**src/rtl/bk_limb_add_sched.sv**
```systemverilog
// bk_limb_add_sched: shares one external 16-bit adder between two requesters.
// Each requester streams limbs LS-first. Arbitration is round-robin. The adder
// stays locked to the owner until its last limb, and the carry is chained.
// Ports: Clk/Rst (sync, active-high); Req0_*/Req1_* limb request channels;
//        Add_* drive and return of the external adder; Rsp_* response stage.
module bk_limb_add_sched #(
    parameter int WIDTH = 16
) (
    input  logic             Clk,
    input  logic             Rst,
    input  logic             Req0_Valid,
    output logic             Req0_Ready,
    input  logic [WIDTH:1]   Req0_A,
    input  logic [WIDTH:1]   Req0_B,
    input  logic             Req0_Sub,
    input  logic             Req0_Last,
    input  logic             Req1_Valid,
    output logic             Req1_Ready,
    input  logic [WIDTH:1]   Req1_A,
    input  logic [WIDTH:1]   Req1_B,
    input  logic             Req1_Sub,
    input  logic             Req1_Last,
    output logic [WIDTH:1]   Add_A,
    output logic [WIDTH:1]   Add_B,
    output logic             Add_Cin,
    input  logic [WIDTH+1:1] Add_Sum,
    output logic             Rsp_Valid,
    input  logic             Rsp_Ready,
    output logic [WIDTH:1]   Rsp_Sum,
    output logic             Rsp_Id,
    output logic             Rsp_Last,
    output logic             Rsp_Cout,
    output logic             Rsp_Ovf
);

    typedef enum logic {
        S_IDLE = 1'b0,
        S_OWN  = 1'b1
    } state_t;

    state_t         r_state;
    state_t         w_state_nxt;
    logic           r_owner;
    logic           w_owner_nxt;
    logic           r_rr_ptr;
    logic           w_rr_nxt;
    logic           r_carry;
    logic           r_sub;

    logic           r_rsp_valid;
    logic [WIDTH:1] r_rsp_sum;
    logic           r_rsp_id;
    logic           r_rsp_last;
    logic           r_rsp_cout;
    logic           r_rsp_ovf;

    logic           w_slot_free;
    logic           w_first;
    logic           w_gnt_vld;
    logic           w_gnt_id;
    logic           w_accept;
    logic [WIDTH:1] w_a;
    logic [WIDTH:1] w_b;
    logic [WIDTH:1] w_add_b;
    logic           w_sub_in;
    logic           w_sub_eff;
    logic           w_last;
    logic           w_cin;
    logic           w_ovf;

    // The response register can take a new limb if empty or draining now.
    assign w_slot_free = !r_rsp_valid || Rsp_Ready;
    assign w_first     = (r_state == S_IDLE);

    // Grant: in OWN only the owner is served, even if it has dropped Valid.
    always_comb begin
        w_gnt_vld = 1'b0;
        w_gnt_id  = 1'b0;
        if (r_state == S_OWN) begin
            w_gnt_id  = r_owner;
            w_gnt_vld = r_owner ? Req1_Valid : Req0_Valid;
        end else if (Req0_Valid && Req1_Valid) begin
            w_gnt_id  = r_rr_ptr;
            w_gnt_vld = 1'b1;
        end else if (Req1_Valid) begin
            w_gnt_id  = 1'b1;
            w_gnt_vld = 1'b1;
        end else if (Req0_Valid) begin
            w_gnt_vld = 1'b1;
        end
    end

    assign w_a      = w_gnt_id ? Req1_A    : Req0_A;
    assign w_b      = w_gnt_id ? Req1_B    : Req0_B;
    assign w_sub_in = w_gnt_id ? Req1_Sub  : Req0_Sub;
    assign w_last   = w_gnt_id ? Req1_Last : Req0_Last;

    // Subtract mode is taken from the request only on the first limb;
    // later limbs use the latched mode and the chained carry.
    assign w_sub_eff = w_first ? w_sub_in : r_sub;
    assign w_add_b   = w_sub_eff ? ~w_b : w_b;
    assign w_cin     = w_first ? w_sub_in : r_carry;

    assign Add_A   = w_a;
    assign Add_B   = w_add_b;
    assign Add_Cin = w_cin;

    // Signed overflow: like-signed adder operands, result sign differs.
    assign w_ovf = (w_a[WIDTH] == w_add_b[WIDTH])
                && (Add_Sum[WIDTH] != w_a[WIDTH]);

    assign w_accept   = w_gnt_vld && w_slot_free && !Rst;
    assign Req0_Ready = w_accept && !w_gnt_id;
    assign Req1_Ready = w_accept && w_gnt_id;

    always_comb begin
        w_state_nxt = r_state;
        w_owner_nxt = r_owner;
        w_rr_nxt    = r_rr_ptr;
        case (r_state)
            S_IDLE: begin
                if (w_accept) begin
                    if (w_last) begin
                        w_rr_nxt = ~w_gnt_id;
                    end else begin
                        w_state_nxt = S_OWN;
                        w_owner_nxt = w_gnt_id;
                    end
                end
            end
            S_OWN: begin
                if (w_accept && w_last) begin
                    w_state_nxt = S_IDLE;
                    w_rr_nxt    = ~r_owner;
                end
            end
            default: w_state_nxt = S_IDLE;
        endcase
    end

    always_ff @(posedge Clk) begin
        if (Rst) begin
            r_state     <= S_IDLE;
            r_owner     <= 1'b0;
            r_rr_ptr    <= 1'b0;
            r_carry     <= 1'b0;
            r_sub       <= 1'b0;
            r_rsp_valid <= 1'b0;
            r_rsp_sum   <= '0;
            r_rsp_id    <= 1'b0;
            r_rsp_last  <= 1'b0;
            r_rsp_cout  <= 1'b0;
            r_rsp_ovf   <= 1'b0;
        end else begin
            r_state  <= w_state_nxt;
            r_owner  <= w_owner_nxt;
            r_rr_ptr <= w_rr_nxt;
            if (w_accept) begin
                r_carry <= Add_Sum[WIDTH+1];
                if (w_first) begin
                    r_sub <= w_sub_in;
                end
                r_rsp_valid <= 1'b1;
                r_rsp_sum   <= Add_Sum[WIDTH:1];
                r_rsp_id    <= w_gnt_id;
                r_rsp_last  <= w_last;
                r_rsp_cout  <= w_last && Add_Sum[WIDTH+1];
                r_rsp_ovf   <= w_last && w_ovf;
            end else if (Rsp_Ready) begin
                r_rsp_valid <= 1'b0;
            end
        end
    end

    assign Rsp_Valid = r_rsp_valid;
    assign Rsp_Sum   = r_rsp_sum;
    assign Rsp_Id    = r_rsp_id;
    assign Rsp_Last  = r_rsp_last;
    assign Rsp_Cout  = r_rsp_cout;
    assign Rsp_Ovf   = r_rsp_ovf;

endmodule

```
**config.mk**
```make
export PLATFORM = sky130hd
export DESIGN_NAME = bk_limb_add_sched
export DESIGN_NICKNAME = d
export VERILOG_FILES = /design/src/rtl/bk_limb_add_sched.sv
export SDC_FILE = /design/constraint.sdc
export NUM_CORES = 1
export LEC_CHECK = 0
export CAP_MARGIN = 20
export CORE_ASPECT_RATIO = 1.4
export CORE_MARGIN = 2
export CORE_UTILIZATION = 34
export CTS_CLUSTER_DIAMETER = 100
export CTS_CLUSTER_SIZE = 10
export DETAILED_ROUTE_END_ITERATION = 6
export PLACE_DENSITY = 0.87
export SYNTH_ARGS = -nofsm -noshare
export SYNTH_HDL_FRONTEND = slang
export SYNTH_SLANG_ARGS = --single-unit
```
**constraint.sdc**
```tcl
create_clock -name Clk -period 2.7 [get_ports Clk]
set_input_delay 0.27 -clock Clk [delete_from_list [all_inputs] [get_ports Clk]]
set_output_delay 0.27 -clock Clk [all_outputs]
set_load 0.01 [all_outputs]
```
==> metrics.txt <==
# TYPE chip_impl_metric gauge
chip_impl_info{name="worst_r2r_startpoint",value="r_rr_ptr$_SDFFE_PP0P_"} 1
chip_impl_metric{name="grt_pass1_wl",unit="µm"} 9232
chip_impl_metric{name="critical_path.max_stage_delay",unit="ns"} 0.48
chip_impl_metric{name="fin_total_pwr",unit="W"} 0.001414
chip_impl_metric{name="number_of_antenna_violations_at_the_first_check_in_global_routing",unit=""} 0
chip_impl_metric{name="place_hpwl",unit="µm"} 4777
chip_impl_metric{name="grtUsageTotal",unit="%"} 21.32
chip_impl_info{name="status",value="finished, final reports clean"} 1
chip_impl_metric{name="place_worst_setup_slack",unit="ns"} -0.08065
chip_impl_metric{name="adder_and_majority_gate_portion_of_the_synthesized_area",unit="%"} 0
chip_impl_metric{name="core_rows",unit=""} 29
chip_impl_metric{name="critPathRequiredTime",unit="ns"} 2.43
chip_impl_metric{name="final.min_clock_period",unit="ns"} 2.653
chip_impl_metric{name="stdcell_count",unit=""} 402
chip_impl_metric{name="design.core.area",unit="mm²"} 0.004572
chip_impl_metric{name="post_drt_via_cell_ratio",unit=""} 4.843
chip_impl_metric{name="cts.reportedPaths.clkPinSlew",unit="ns"} 0.08
chip_impl_info{name="path_class",value="in2out"} 1
chip_impl_info{name="cells_traversed_along_the_worst_timing_path",value="clkdlybuf4s50_1, and2b_4, o31ai_4, buf_12, buf_4, mux2_2, clkdlybuf4s50_1"} 1
chip_impl_metric{name="max-cap-violations",unit=""} 0
chip_impl_metric{name="critical_path.max_fanout",unit=""} 19
chip_impl_info{name="clockRootBuffer",value="sky130_fd_sc_hd__clkbuf_8"} 1
chip_impl_metric{name="min_setup_slack_post_route",unit="ns"} 0.04746
chip_impl_metric{name="drv_slew",unit=""} 0
chip_impl_metric{name="synth.distinct_cells",unit=""} 34
chip_impl_metric{name="final_layout_size_suffix_gt1_share",unit="%"} 12.94
chip_impl_metric{name="p_per_area",unit="mW/mm²"} 433.9
chip_impl_metric{name="die_width",unit="µm"} 62.57
chip_impl_metric{name="mappedNetlistArea",unit="mm²"} 0.001633
chip_impl_metric{name="synth.ff_latch_count",unit=""} 26
chip_impl_metric{name="routedWlPerCell",unit="µm"} 14.63
chip_impl_metric{name="achievable-frequency",unit="MHz"} 377.0
chip_impl_metric{name="leakagePower",unit="nW"} 1.225
chip_impl_info{name="cp_top_family",value="buffers and inverters"} 1
chip_impl_info{name="hold_path.class",value="reg2reg"} 1
chip_impl_metric{name="syn_inst",unit=""} 191
chip_impl_info{name="grt_setup_unrepaired",value="yes"} 1
chip_impl_metric{name="synth_mux_area_share",unit="%"} 22.30
chip_impl_metric{name="finalSetupViolCount",unit=""} 0
chip_impl_metric{name="ys_warn_count",unit=""} 0
chip_impl_metric{name="worstPathBufferInverterCount",unit=""} 4
chip_impl_metric{name="htree_levels",unit=""} 1
chip_impl_info{name="worst_hold_startpoint",value="Rsp_Sum[1]$_SDFFE_PP0P_"} 1
chip_impl_metric{name="post_cts_hold_buffer_count",unit=""} 0
chip_impl_metric{name="ant_cells",unit=""} 0
chip_impl_metric{name="clock_tree.buffer_depth",unit=""} 2
chip_impl_metric{name="firstDrtPassIters",unit=""} 4
chip_impl_metric{name="die_outline_area",unit="mm²"} 0.005381
chip_impl_metric{name="io_buffer_count",unit=""} 145
chip_impl_metric{name="floorplan.die.height",unit="µm"} 86.00
chip_impl_metric{name="min_period_over_period",unit="%"} 98.24
chip_impl_metric{name="clkSinkCount",unit=""} 26
chip_impl_metric{name="worst_slew_margin_rel",unit="%"} 68.69
chip_impl_metric{name="synth_xor_area_share",unit="%"} 9.042
chip_impl_metric{name="avgSynthCellArea",unit="µm²"} 8.549
chip_impl_metric{name="synth.net_count",unit=""} 281
chip_impl_metric{name="yosys.area.top_type_share",unit="%"} 31.88
chip_impl_metric{name="place.gp.congestion",unit=""} 0.7706
chip_impl_metric{name="dr.first_iter.drc_count",unit=""} 40
chip_impl_info{name="critical_path.endpoint_type",value="output pin"} 1
chip_impl_metric{name="worst_clock_skew",unit="ns"} 0.001560
chip_impl_metric{name="detail_route.wirelength",unit="µm"} 5883
chip_impl_metric{name="total_vias_in_the_final_route",unit=""} 1947
chip_impl_metric{name="power.ir.vdd_worst",unit="V"} 0.0003128
chip_impl_info{name="cp_slowest_cell",value="sky130_fd_sc_hd__clkdlybuf4s50_1"} 1
chip_impl_metric{name="placedInstanceArea",unit="mm²"} 0.003171
chip_impl_metric{name="worst_pin_slew",unit="ns"} 0.4696
chip_impl_metric{name="critical_path_arrival",unit="ns"} 2.38
chip_impl_info{name="synth_area_leader_cell",value="sky130_fd_sc_hd__dfxtp_1"} 1
chip_impl_metric{name="nets",unit=""} 432
chip_impl_metric{name="seq_area_frac_synth",unit="%"} 31.88
chip_impl_info{name="path_common_cell",value="sky130_fd_sc_hd__clkdlybuf4s50_1"} 1
chip_impl_metric{name="cts_made_buffers",unit=""} 3
chip_impl_info{name="largest_family_of_logic_cells_by_synthesized_area",value="multiplexers"} 1
chip_impl_metric{name="drc",unit=""} 0
chip_impl_metric{name="synthSimpleGateAreaFrac",unit="%"} 16.32
chip_impl_metric{name="synth_compound_gate_area_share",unit="%"} 14.48
chip_impl_metric{name="placed_cells_incl_taps",unit=""} 395
chip_impl_info{name="timing.critical_path.from",value="Req0_Valid"} 1
chip_impl_metric{name="final_core_utilization",unit="%"} 71.26
chip_impl_metric{name="globalRouteOverflowTotal",unit=""} 0
chip_impl_metric{name="vias_in_the_first_global_route",unit=""} 1834
chip_impl_metric{name="floorplan.io_pins",unit=""} 146
chip_impl_info{name="clock_tree_from_tritoncts",value="yes"} 1
chip_impl_metric{name="syn_to_final_growth",unit="%"} 99.54
chip_impl_metric{name="route.antenna.remaining_nets",unit=""} 0
chip_impl_metric{name="n_fill_cell",unit=""} 365
chip_impl_metric{name="grt_start_max_net_pins",unit=""} 24
chip_impl_metric{name="final_area",unit="mm²"} 0.003258
chip_impl_info{name="cp-start-kind",value="input port"} 1
chip_impl_metric{name="floorplan.initialDensity",unit="%"} 35.71
chip_impl_info{name="ys_top_cells_by_area",value="sky130_fd_sc_hd__dfxtp_1 (32%), sky130_fd_sc_hd__mux2_2 (11%), sky130_fd_sc_hd__mux2i_1 (10%), sky130_fd_sc_hd__nand2_1 (9.2%), sky130_fd_sc_hd__xnor2_1 (8.0%)"} 1
chip_impl_metric{name="clk-insertion-delay-late",unit="ns"} 0.26
chip_impl_metric{name="finalHoldViolCount",unit=""} 0
-- timing repair --
item                                    in CTS  in global routing
setup buffers                                2                  2
endpoints found under the setup margin      25                 25
pin swaps                                    1                  0
gates resized for setup                      1                  2
-- registers in the layout, summed over array words and instances (netlist names), named ones only --
name	flops
r_sub	1
Rsp_Last	1
r_owner	1
Rsp_Id	1
r_carry	1
Rsp_Cout	1
r_rr_ptr	1
Rsp_Ovf	1
Rsp_Sum	16
Rsp_Valid	1
-- area by class of cell --
cell class | instances | area [µm²] | share of cell area, %
repair buffers | 160 | 1588 | 48.73
multi-input cells | 148 | 1018 | 31.26
flip-flops and latches | 26 | 521.8 | 16.01
well taps | 62 | 77.57 | 2.381
clock buffers | 3 | 41.29 | 1.267
inverters | 3 | 11.26 | 0.3456
-- layer usage --
| metal | track usage, % | part of all wire, % | routed length (µm) | vias up |
|---|---|---|---|---|
| met5 | 0 | 0 | 0 | - |
| met4 | 5.051 | 1.3 | 74 | 0 |
| met3 | 5.249 | 8.5 | 498 | 10 |
| met2 | 41.25 | 53 | 3106 | 107 |
| met1 | 23.04 | 37 | 2203 | 882 |
| li1 | - | - | - | 948 |
-- worst paths after layout --
kind / slack (ns) / cells past startpoint / to
setup reg to reg: 0.83 / 8 / Rsp_Ovf$_SDFFE_PP0P_
hold / removal: 0.46 / 2 / Rsp_Sum[1]$_SDFFE_PP0P_
setup / recovery: 0.05 / 7 / Add_A[15]
hold reg to reg: 0.46 / 2 / Rsp_Sum[1]$_SDFFE_PP0P_
-- cells by family (layout without fill, tap and decap cells) --
family | Yosys count | in the layout
AND/OR/NAND/NOR | 62 | 62
AO/OA/AOI/OAI | 36 | 36
multiplexers | 34 | 34
flip-flops | 26 | 26
buffers and inverters | 17 | 166
XOR/XNOR | 16 | 16
-- synth_stat cells --
library cell,number
sky130_fd_sc_hd__nor3_1,4
sky130_fd_sc_hd__nand4_1,2
sky130_fd_sc_hd__nand3b_1,1
sky130_fd_sc_hd__buf_2,6
sky130_fd_sc_hd__nand2b_1,2
sky130_fd_sc_hd__o221a_2,1
sky130_fd_sc_hd__buf_1,1
sky130_fd_sc_hd__o31ai_4,1
sky130_fd_sc_hd__o31ai_1,1
sky130_fd_sc_hd__clkbuf_1,2
sky130_fd_sc_hd__xnor2_2,1
sky130_fd_sc_hd__inv_2,1
sky130_fd_sc_hd__buf_4,3
sky130_fd_sc_hd__o21ai_1,1
sky130_fd_sc_hd__and2b_4,1
sky130_fd_sc_hd__inv_1,2
sky130_fd_sc_hd__a31oi_1,1
sky130_fd_sc_hd__and2_1,1
sky130_fd_sc_hd__o211ai_1,2
sky130_fd_sc_hd__mux2_2,16
sky130_fd_sc_hd__o21ai_0,1
sky130_fd_sc_hd__a21oi_1,25
sky130_fd_sc_hd__buf_6,2
sky130_fd_sc_hd__nor2_1,8
sky130_fd_sc_hd__nor2b_1,2
sky130_fd_sc_hd__dfxtp_1,26
sky130_fd_sc_hd__mux2i_2,1
sky130_fd_sc_hd__a21oi_4,1
sky130_fd_sc_hd__a2bb2oi_1,1
sky130_fd_sc_hd__xnor2_1,15
sky130_fd_sc_hd__mux2i_1,17
sky130_fd_sc_hd__nand3_1,1
sky130_fd_sc_hd__nand2_1,40
sky130_fd_sc_hd__o221ai_2,1
-- cell usage in the layout, fill, tap and decap left out --
cell / n
sky130_fd_sc_hd__clkdlybuf4s50_1: 144
sky130_fd_sc_hd__nand2_1: 40
sky130_fd_sc_hd__dfxtp_1: 25
sky130_fd_sc_hd__a21oi_1: 25
sky130_fd_sc_hd__mux2i_1: 16
sky130_fd_sc_hd__mux2_2: 16
sky130_fd_sc_hd__xnor2_1: 15
sky130_fd_sc_hd__buf_4: 13
sky130_fd_sc_hd__nor2_1: 8
sky130_fd_sc_hd__nor3_1: 4
sky130_fd_sc_hd__clkbuf_8: 3
sky130_fd_sc_hd__nand2b_1: 2
sky130_fd_sc_hd__nor2b_1: 2
sky130_fd_sc_hd__mux2i_2: 2
sky130_fd_sc_hd__inv_1: 2
sky130_fd_sc_hd__o211ai_1: 2
sky130_fd_sc_hd__nand4_1: 2
sky130_fd_sc_hd__buf_12: 2
sky130_fd_sc_hd__inv_2: 1
sky130_fd_sc_hd__and2b_4: 1
sky130_fd_sc_hd__o21ai_1: 1
sky130_fd_sc_hd__a31oi_1: 1
sky130_fd_sc_hd__a21oi_4: 1
sky130_fd_sc_hd__o31ai_4: 1
sky130_fd_sc_hd__xnor2_2: 1
sky130_fd_sc_hd__o221ai_2: 1
sky130_fd_sc_hd__and2_1: 1
sky130_fd_sc_hd__o221a_2: 1
sky130_fd_sc_hd__o31ai_1: 1
sky130_fd_sc_hd__a2bb2oi_1: 1
sky130_fd_sc_hd__o21ai_0: 1
sky130_fd_sc_hd__nand3_1: 1
sky130_fd_sc_hd__nand3b_1: 1
sky130_fd_sc_hd__dfxtp_2: 1
sky130_fd_sc_hd__dlygate4sd2_1: 1
-- where the power goes --
group / total, W / switching (W) / internal, W
Combinational: 0.000766 / 0.000291 / 0.000475
Clock: 0.000213 / 0.000113 / 0.0000998
Sequential: 0.000436 / 0.0000202 / 0.000416
Total: 0.00141 / 0.000424 / 0.000990
-- worst min-delay path: stages (launching register included) --
cell and delay, ns:
sky130_fd_sc_hd__dfxtp_1 0.31, sky130_fd_sc_hd__nand2_1 0.05, sky130_fd_sc_hd__a21oi_1 0.05
-- metrics by stage --
| step | TNS (ns) | hold slack (ns) |
|---|---|---|
| after global placement | -0.2389 | 0.4409 |
| after CTS | 0 | 0.4581 |
| after detailed placement | -1.477 | 0.4461 |
| after floorplan | 0 | 0.4060 |
| after global routing | -0.003636 | 0.4726 |
| final | 0 | 0.4556 |
Note: power is estimated with default switching activity, not from simulation.
